==> src/rtl/mult_arbiter.sv <==
// Round-robin front end that shares one external multiplier among NREQ requesters.
// Optional build macro MULT_ARBITER_ZERO_BYPASS_EN: zero operands skip the multiplier.
module mult_arbiter #(
  parameter int NREQ = 4,
  parameter int W    = 16
) (
  input  logic                      clk,
  input  logic                      rst,
  input  logic [NREQ-1:0]           req,
  input  logic [NREQ*W-1:0]         a_in,
  input  logic [NREQ*W-1:0]         b_in,
  output logic [NREQ-1:0]           gnt,
  output logic                      resp_valid,
  output logic [$clog2(NREQ)-1:0]   resp_id,
  output logic [2*W-1:0]            resp_product,
  output logic                      busy,
  output logic                      mul_start,
  output logic [W-1:0]              mul_a,
  output logic [W-1:0]              mul_b,
  input  logic [2*W-1:0]            mul_product,
  input  logic                      mul_done
);

  localparam int IDW = $clog2(NREQ);

  typedef enum logic [2:0] {
    S_IDLE,
    S_LAUNCH,
    S_RUN,
    S_RESP,
    S_COOL
  } state_t;

  state_t           state_q;
  logic [IDW-1:0]   last_q;
  logic [NREQ-1:0]  gnt_q;
  logic             resp_valid_q;
  logic [IDW-1:0]   resp_id_q;
  logic [2*W-1:0]   resp_product_q;
  logic             busy_q;
  logic             mul_start_q;
  logic [W-1:0]     mul_a_q;
  logic [W-1:0]     mul_b_q;

  logic [IDW-1:0]   win_idx;
  logic             win_vld;
  logic [IDW-1:0]   cand;
  logic [W-1:0]     a_sel;
  logic [W-1:0]     b_sel;
  logic             zero_sel;
  logic             zero_cap;

  // Search starts one past the last granted requester and wraps.
  always_comb begin
    win_idx = '0;
    win_vld = 1'b0;
    cand    = '0;
    for (int unsigned i = 1; i <= NREQ; i++) begin
      cand = IDW'((32'(last_q) + i) % NREQ);
      if (!win_vld && req[cand]) begin
        win_idx = cand;
        win_vld = 1'b1;
      end
    end
  end

  assign a_sel = a_in[win_idx*W +: W];
  assign b_sel = b_in[win_idx*W +: W];

`ifdef MULT_ARBITER_ZERO_BYPASS_EN
  assign zero_sel = (a_sel == '0) || (b_sel == '0);
  assign zero_cap = (mul_a_q == '0) || (mul_b_q == '0);
`else
  assign zero_sel = 1'b0;
  assign zero_cap = 1'b0;
`endif

  always_ff @(posedge clk or posedge rst) begin
    if (rst) begin
      state_q        <= S_IDLE;
      last_q         <= IDW'(NREQ - 1);
      gnt_q          <= '0;
      resp_valid_q   <= 1'b0;
      resp_id_q      <= '0;
      resp_product_q <= '0;
      busy_q         <= 1'b0;
      mul_start_q    <= 1'b0;
      mul_a_q        <= '0;
      mul_b_q        <= '0;
    end else begin
      gnt_q        <= '0;
      resp_valid_q <= 1'b0;
      unique case (state_q)
        S_IDLE: begin
          if (win_vld) begin
            mul_a_q     <= a_sel;
            mul_b_q     <= b_sel;
            resp_id_q   <= win_idx;
            last_q      <= win_idx;
            gnt_q       <= NREQ'(1) << win_idx;
            mul_start_q <= !zero_sel;
            busy_q      <= 1'b1;
            state_q     <= S_LAUNCH;
          end
        end
        // Bypassed operations only ever sit in LAUNCH, so zero_cap never matters in RUN.
        S_LAUNCH, S_RUN: begin
          if (zero_cap) begin
            resp_product_q <= '0;
            resp_valid_q   <= 1'b1;
            mul_start_q    <= 1'b0;
            state_q        <= S_RESP;
          end else if (mul_done) begin
            resp_product_q <= mul_product;
            resp_valid_q   <= 1'b1;
            mul_start_q    <= 1'b0;
            state_q        <= S_RESP;
          end else begin
            state_q <= S_RUN;
          end
        end
        S_RESP: begin
          state_q <= S_COOL;
        end
        S_COOL: begin
          busy_q  <= 1'b0;
          state_q <= S_IDLE;
        end
        default: begin
          state_q <= S_IDLE;
        end
      endcase
    end
  end

  assign gnt          = gnt_q;
  assign resp_valid   = resp_valid_q;
  assign resp_id      = resp_id_q;
  assign resp_product = resp_product_q;
  assign busy         = busy_q;
  assign mul_start    = mul_start_q;
  assign mul_a        = mul_a_q;
  assign mul_b        = mul_b_q;

endmodule

==> config.mk <==
export PLATFORM = sky130hd
export DESIGN_NAME = mult_arbiter
export DESIGN_NICKNAME = d
export VERILOG_FILES = /design/src/rtl/mult_arbiter.sv
export SDC_FILE = /design/constraint.sdc
export NUM_CORES = 1
export LEC_CHECK = 0
export ABC_CLOCK_PERIOD_IN_PS = 6890
export CELL_PAD_IN_SITES_DETAIL_PLACEMENT = 0
export CELL_PAD_IN_SITES_GLOBAL_PLACEMENT = 1
export CORE_MARGIN = 1
export CORE_UTILIZATION = 29
export CTS_BUF_LIST = sky130_fd_sc_hd__clkbuf_8
export CTS_CLUSTER_SIZE = 25
export DETAILED_ROUTE_END_ITERATION = 16
export PLACE_DENSITY_LB_ADDON = 0.12
export SKIP_LAST_GASP = 1
export SYNTH_ARGS = -nofsm -noshare
export SYNTH_HDL_FRONTEND = slang
export SYNTH_SLANG_ARGS = --single-unit
==> constraint.sdc <==
create_clock -name clk -period 6.89 [get_ports clk]
set_input_delay 2.067 -clock clk [delete_from_list [all_inputs] [get_ports clk]]
set_output_delay 2.067 -clock clk [all_outputs]
set_load 0.1 [all_outputs]
==> summary.txt, run 1 <==
ys flop type - dfrtp_1
Avg Inst Size Synth - 10.7 sq um
RD Place Congestion - 0.778
clk slew on worst S/H paths - 0.08 ns
TNS Setup - 0 ns
Simple-Gate Fraction of Synth Area - 0.164
Crit Path Class - primary input to flip-flop
number of diodes - 0
largest family of logic cells by synthesized area - compound AO/OA/AOI/OAI gates
Vias/cell - 4.94
Final Critical Period - 4.23 ns
latest clock arrival within the worst-skew pair - 0.36 ns
top cells by area, synth - dfrtp_1 (50%), mux2_2 (9.5%), nand3_1 (7.7%)
Initial Util - 0.299
Yosys cell types - 39
Initial DRT Pass Iterations - 5
endpoints failing hold - 0
die footprint - 13500 sq um
pin count of the biggest net entering global routing - 66
CP Data Arrival Time - 4.50 ns
Most Crowded Layer GR - met2
core footprint - 12700 sq um
post-route cell area - 6470 sq um
synthesized-area fraction occupied by adder cells - 0
gr usage total - 0.196
WL final - 13300 um
global-route wire length before repair - 19700 um
io pins - 240
DRC - 0
largest area contributor in the netlist - dfrtp_1
register area share after synthesis - 0.515
Starting DRT DRC Count - 201
Max FO, Critical Path - 30
HP Class - flip-flop to flip-flop
CTS sink count - 78
CTS tree - yes
fraction of layout instances using a drive strength above 1 - 0.111
met1 Track Usage GR - 0.230
unrepaired setup endpoints after global routing - no
Critical Path Sink Type - flip-flop
dpl cell area - 6260 sq um
Final ANT Viol Nets - 0
Post-Syn Area - 3790 sq um
Root Buffer - clkbuf_8
Post-synth EDFFs - 0
syn nets - 522
fin crit share - 0.613
gr ovfl total - 0
Setup crit start kind - primary input
complex-gate fraction of the synthesized area - 0.171
initial antenna violation count - 0
maxcap violations - 0
# setup viols final - 0
Syn-to-layout area delta - 70.6%
cts repair resizes - 0
met2 usage - 0.329
Max Clock Skew - 0.00904 ns
row count - 41
Required @ worst endpoint - 7.16 ns
Worst Max-Slew Pin Slew - 1.19 ns
Inst Count DP - 739
drt wl/cell - 17.7 um
vias in the first global route - 3736
met3 Usage GRT - 0.0633
max frequency - 237 MHz
Inserted Clock Buffers - 9
Pins Over Slew Limit - 0
Hold Buf Count CTS - 0
IO buf count - 239
Longest Clk Path Bufs - 2
Max-slew headroom - 0.210
Final nets - 745
count leader, synth - dfrtp_1
multiplexer area fraction after synthesis - 0.0950
Synth Area in XOR/XNOR - 0.00231
routed vias - 3729
Final HPWL DP - 9440 um
outcome - finished clean
Synth Warn # - 0
Die Wd - 116 um
fin cells - 755
Die Y - 116 um
Yosys top cell area share - 0.501
H-tree depth - 3
Synth Instances - 355
Async SR Flop Fraction - 1.00
top post-synthesis cells by count - dfrtp_1 (76), nand3_1 (58), nor2_1 (42)
post-CTS setup buffers - 0
flops & latches, synth - 78
==> per-stage QoR <==
stage,setup slack (ns),hold slack (ns),util
after floorplan,2.83,0.473,-
after global placement,2.36,0.461,0.494
after detailed placement,2.27,0.467,0.494
after CTS,2.66,0.486,0.511
after global routing,2.46,0.507,0.511
final,2.66,0.481,0.511
==> placed cells by master, fill, tap and decap left out, types with 4 or more instances in the layout <==
cell             netlist  final
a21oi_1                4      4
a221oi_1              29     29
a31oi_1               29     29
buf_4                  4      4
clkbuf_8               0     11
clkdlybuf4s50_1        0    239
dfrtp_1               76     76
mux2_2                32     32
nand2_1                9      9
nand3_1               58     58
nor2_1                42     41
==> cell families after synthesis <==
kind of cell    Yosys count
simple gates            126
compound gates           83
flops                    78
buf+inv                  35
mux                      32
xor+xnor                  1
==> cell type report <==
class                      count  area, sq um
clock buffer                  11          151
clock inverter                 5         57.6
inverter                       4         16.3
sequential                    78         1950
fill                        1195         6200
timing repair buffer         243         2420
multi-input combinational    242         1650
tap                          172          215
==> registers in the layout, indices dropped and copies added (netlist names), 2 cells and up <==
register      flops
mul_a            16
last_q            2
mul_b            16
gnt               4
state_q           3
resp_id           2
resp_product     32
==> worst paths after layout <==
check	startpoint	endpoint	slack [ns]	cells past startpoint
max in group asynchronous	rst	resp_product[24]	3.79	3
hold reg to reg	mul_start	mul_start	0.48	1
setup reg to reg	state_q[1]	resp_product[10]	4.42	5
setup / recovery	req[3]	mul_b[9]	2.66	6
min in group asynchronous	rst	resp_product[7]	2.11	2
hold / removal	mul_start	mul_start	0.48	1
==> critical path: stages <==
cell and delay (ns):
clkdlybuf4s50_1 0.52, nor2_1 0.33, a21boi_0 0.24, a21o_1 0.90
a221oi_1 0.20, a31oi_1 0.23
==> per-layer routing <==
layer  vias to the layer above  share of wire
li1                       1787              -
met3                        22           0.10
met2                       176           0.47
met5                         -              0
met4                         0          0.021
met1                      1744           0.40
Power of run 1 is not shown: default switching activity piles up to over one toggle a cycle in this logic, so the estimate is an artifact.
==> inputs of run 2 (changes only) <==
--- a/config.mk
+++ b/config.mk
@@ -5,11 +5,11 @@
 export SDC_FILE = /design/constraint.sdc
 export NUM_CORES = 1
 export LEC_CHECK = 0
-export ABC_CLOCK_PERIOD_IN_PS = 6890
+export ABC_CLOCK_PERIOD_IN_PS = 4100
 export CELL_PAD_IN_SITES_DETAIL_PLACEMENT = 0
 export CELL_PAD_IN_SITES_GLOBAL_PLACEMENT = 1
 export CORE_MARGIN = 1
-export CORE_UTILIZATION = 29
+export CORE_UTILIZATION = 27
 export CTS_BUF_LIST = sky130_fd_sc_hd__clkbuf_8
 export CTS_CLUSTER_SIZE = 25
 export DETAILED_ROUTE_END_ITERATION = 16
==> constraint.sdc (replaced) <==
create_clock -name clk -period 4.1 [get_ports clk]
set_input_delay 1.23 -clock clk [delete_from_list [all_inputs] [get_ports clk]]
set_output_delay 1.23 -clock clk [all_outputs]
set_load 0.1 [all_outputs]
==> run 2 against run 1 <==
Final cell count up 1.6%. Core utilization down 2.3 points. Via count up 1.5%. Wire length up 2.1%. Design area up 1.3%. Non-clock buffer count up 8. Setup slack worse by 1.7 ns. First-iteration DRC count down 23%. Highest routed layer unchanged.
==> summary.txt, run 2 (synthesis results as in run 1) <==
pin count of the biggest net entering global routing - 43
global-route wire length before repair - 20800 um
fin crit share - 0.769
fraction of layout instances using a drive strength above 1 - 0.120
CTS tree - yes
Post-Route Utilization - 0.487
Max Clock Skew - 0.00711 ns
number of flip-flops in the largest register - 32
Crit Path Class - primary input to flip-flop
Die Y - 121 um
Fillers - 1285
RD Place Congestion - 0.782
initial antenna violation count - 0
number of diodes - 0
post-CTS setup buffers - 0
die footprint - 14500 sq um
# setup viols final - 0
Final ANT Viol Nets - 0
clk slew on worst S/H paths - 0.08 ns
Worst Max-Slew Pin Slew - 1.21 ns
maxcap violations - 0
reg2reg path depth - 5
Final nets - 753
gr ovfl total - 0
Pins Over Slew Limit - 0
gr usage total - 0.190
Initial DRT Pass Iterations - 4
io pins - 240
kind of cell adding the most delay to the critical path - buffers and inverters
CP max stage cell - clkinv_1
TNS Setup - 0 ns
commonest non-fill, non-tap cell in the layout - clkdlybuf4s50_1
cts repair resizes - 0
Syn-to-layout area delta - 72.8%
Max-slew headroom - 0.189
Inserted Clock Buffers - 9
Longest Clk Path Bufs - 2
IO buf count - 239
Required @ worst endpoint - 4.34 ns
Final HPWL DP - 9990 um
WL final - 13600 um
drt wl/cell - 17.7 um
max frequency - 317 MHz
Initial Util - 0.282
CP Data Arrival Time - 3.39 ns
Die Wd - 121 um
latest clock arrival within the worst-skew pair - 0.35 ns
Starting DRT DRC Count - 155
vias in the first global route - 3780
Final Critical Period - 3.15 ns
routed vias - 3786
Setup crit start kind - primary input
outcome - finished clean
WP depth - 4
endpoints failing hold - 0
Worst Path Buf+Inv - 2
max incr delay on CP - 0.94 ns
DRC - 0
CTS sink count - 78
hold path cells - 1
HP Class - flip-flop to flip-flop
Max FO, Critical Path - 33
Hold Buf Count CTS - 0
CP cell instances - clkdlybuf4s50_1 > nand2_1 > clkinv_1 > mux2_2
Root Buffer - clkbuf_8
row count - 42
H-tree depth - 3
Critical Path Sink Type - flip-flop
most frequent cells in the layout - clkdlybuf4s50_1 (239), dfrtp_1 (76), nand3_1 (58)
unrepaired setup endpoints after global routing - no
core footprint - 13500 sq um
Vias/cell - 4.94
==> run 2: through the flow <==
stage,setup slack [ns],hold WS (ns),std cells,instance area (sq um)
2_1_floorplan,0.878,0.473,355,3790
3_3_place_gp,0.604,0.461,751,6360
3_5_place_dp,0.561,0.478,751,6360
4_1_cts,0.940,0.498,767,6560
5_1_grt,0.778,0.512,767,6560
6_report,0.946,0.490,767,6560
==> run 2: cell type report <==
type,count,area [sq um],share of cell area
well taps,176,220,0.0336
repair buffers,251,2520,0.384
flip-flops and latches,78,1950,0.298
inverters,4,16.3,0.00248
clock buffers,9,124,0.0189
clock inverters,7,66.3,0.0101
multi-input cells,242,1650,0.252
==> run 2: path summary, 6_finish.rpt <==
kind	startpoint	slack [ns]	end
min in group asynchronous	rst	1.29	resp_product[11]
min	mul_start	0.49	mul_start
max in group asynchronous	rst	2.08	last_q[0]
min reg2reg	mul_start	0.49	mul_start
max	mul_done	0.95	resp_product[11]
max reg2reg	state_q[1]	1.55	resp_product[11]
==> run 2: layer usage <==
metal	global-route usage	part of all wire
met5	0	0
met4	0.0679	0.012
met3	0.0542	0.084
met2	0.313	0.49
met1	0.236	0.42
Power of run 2 is left out for the same reason.
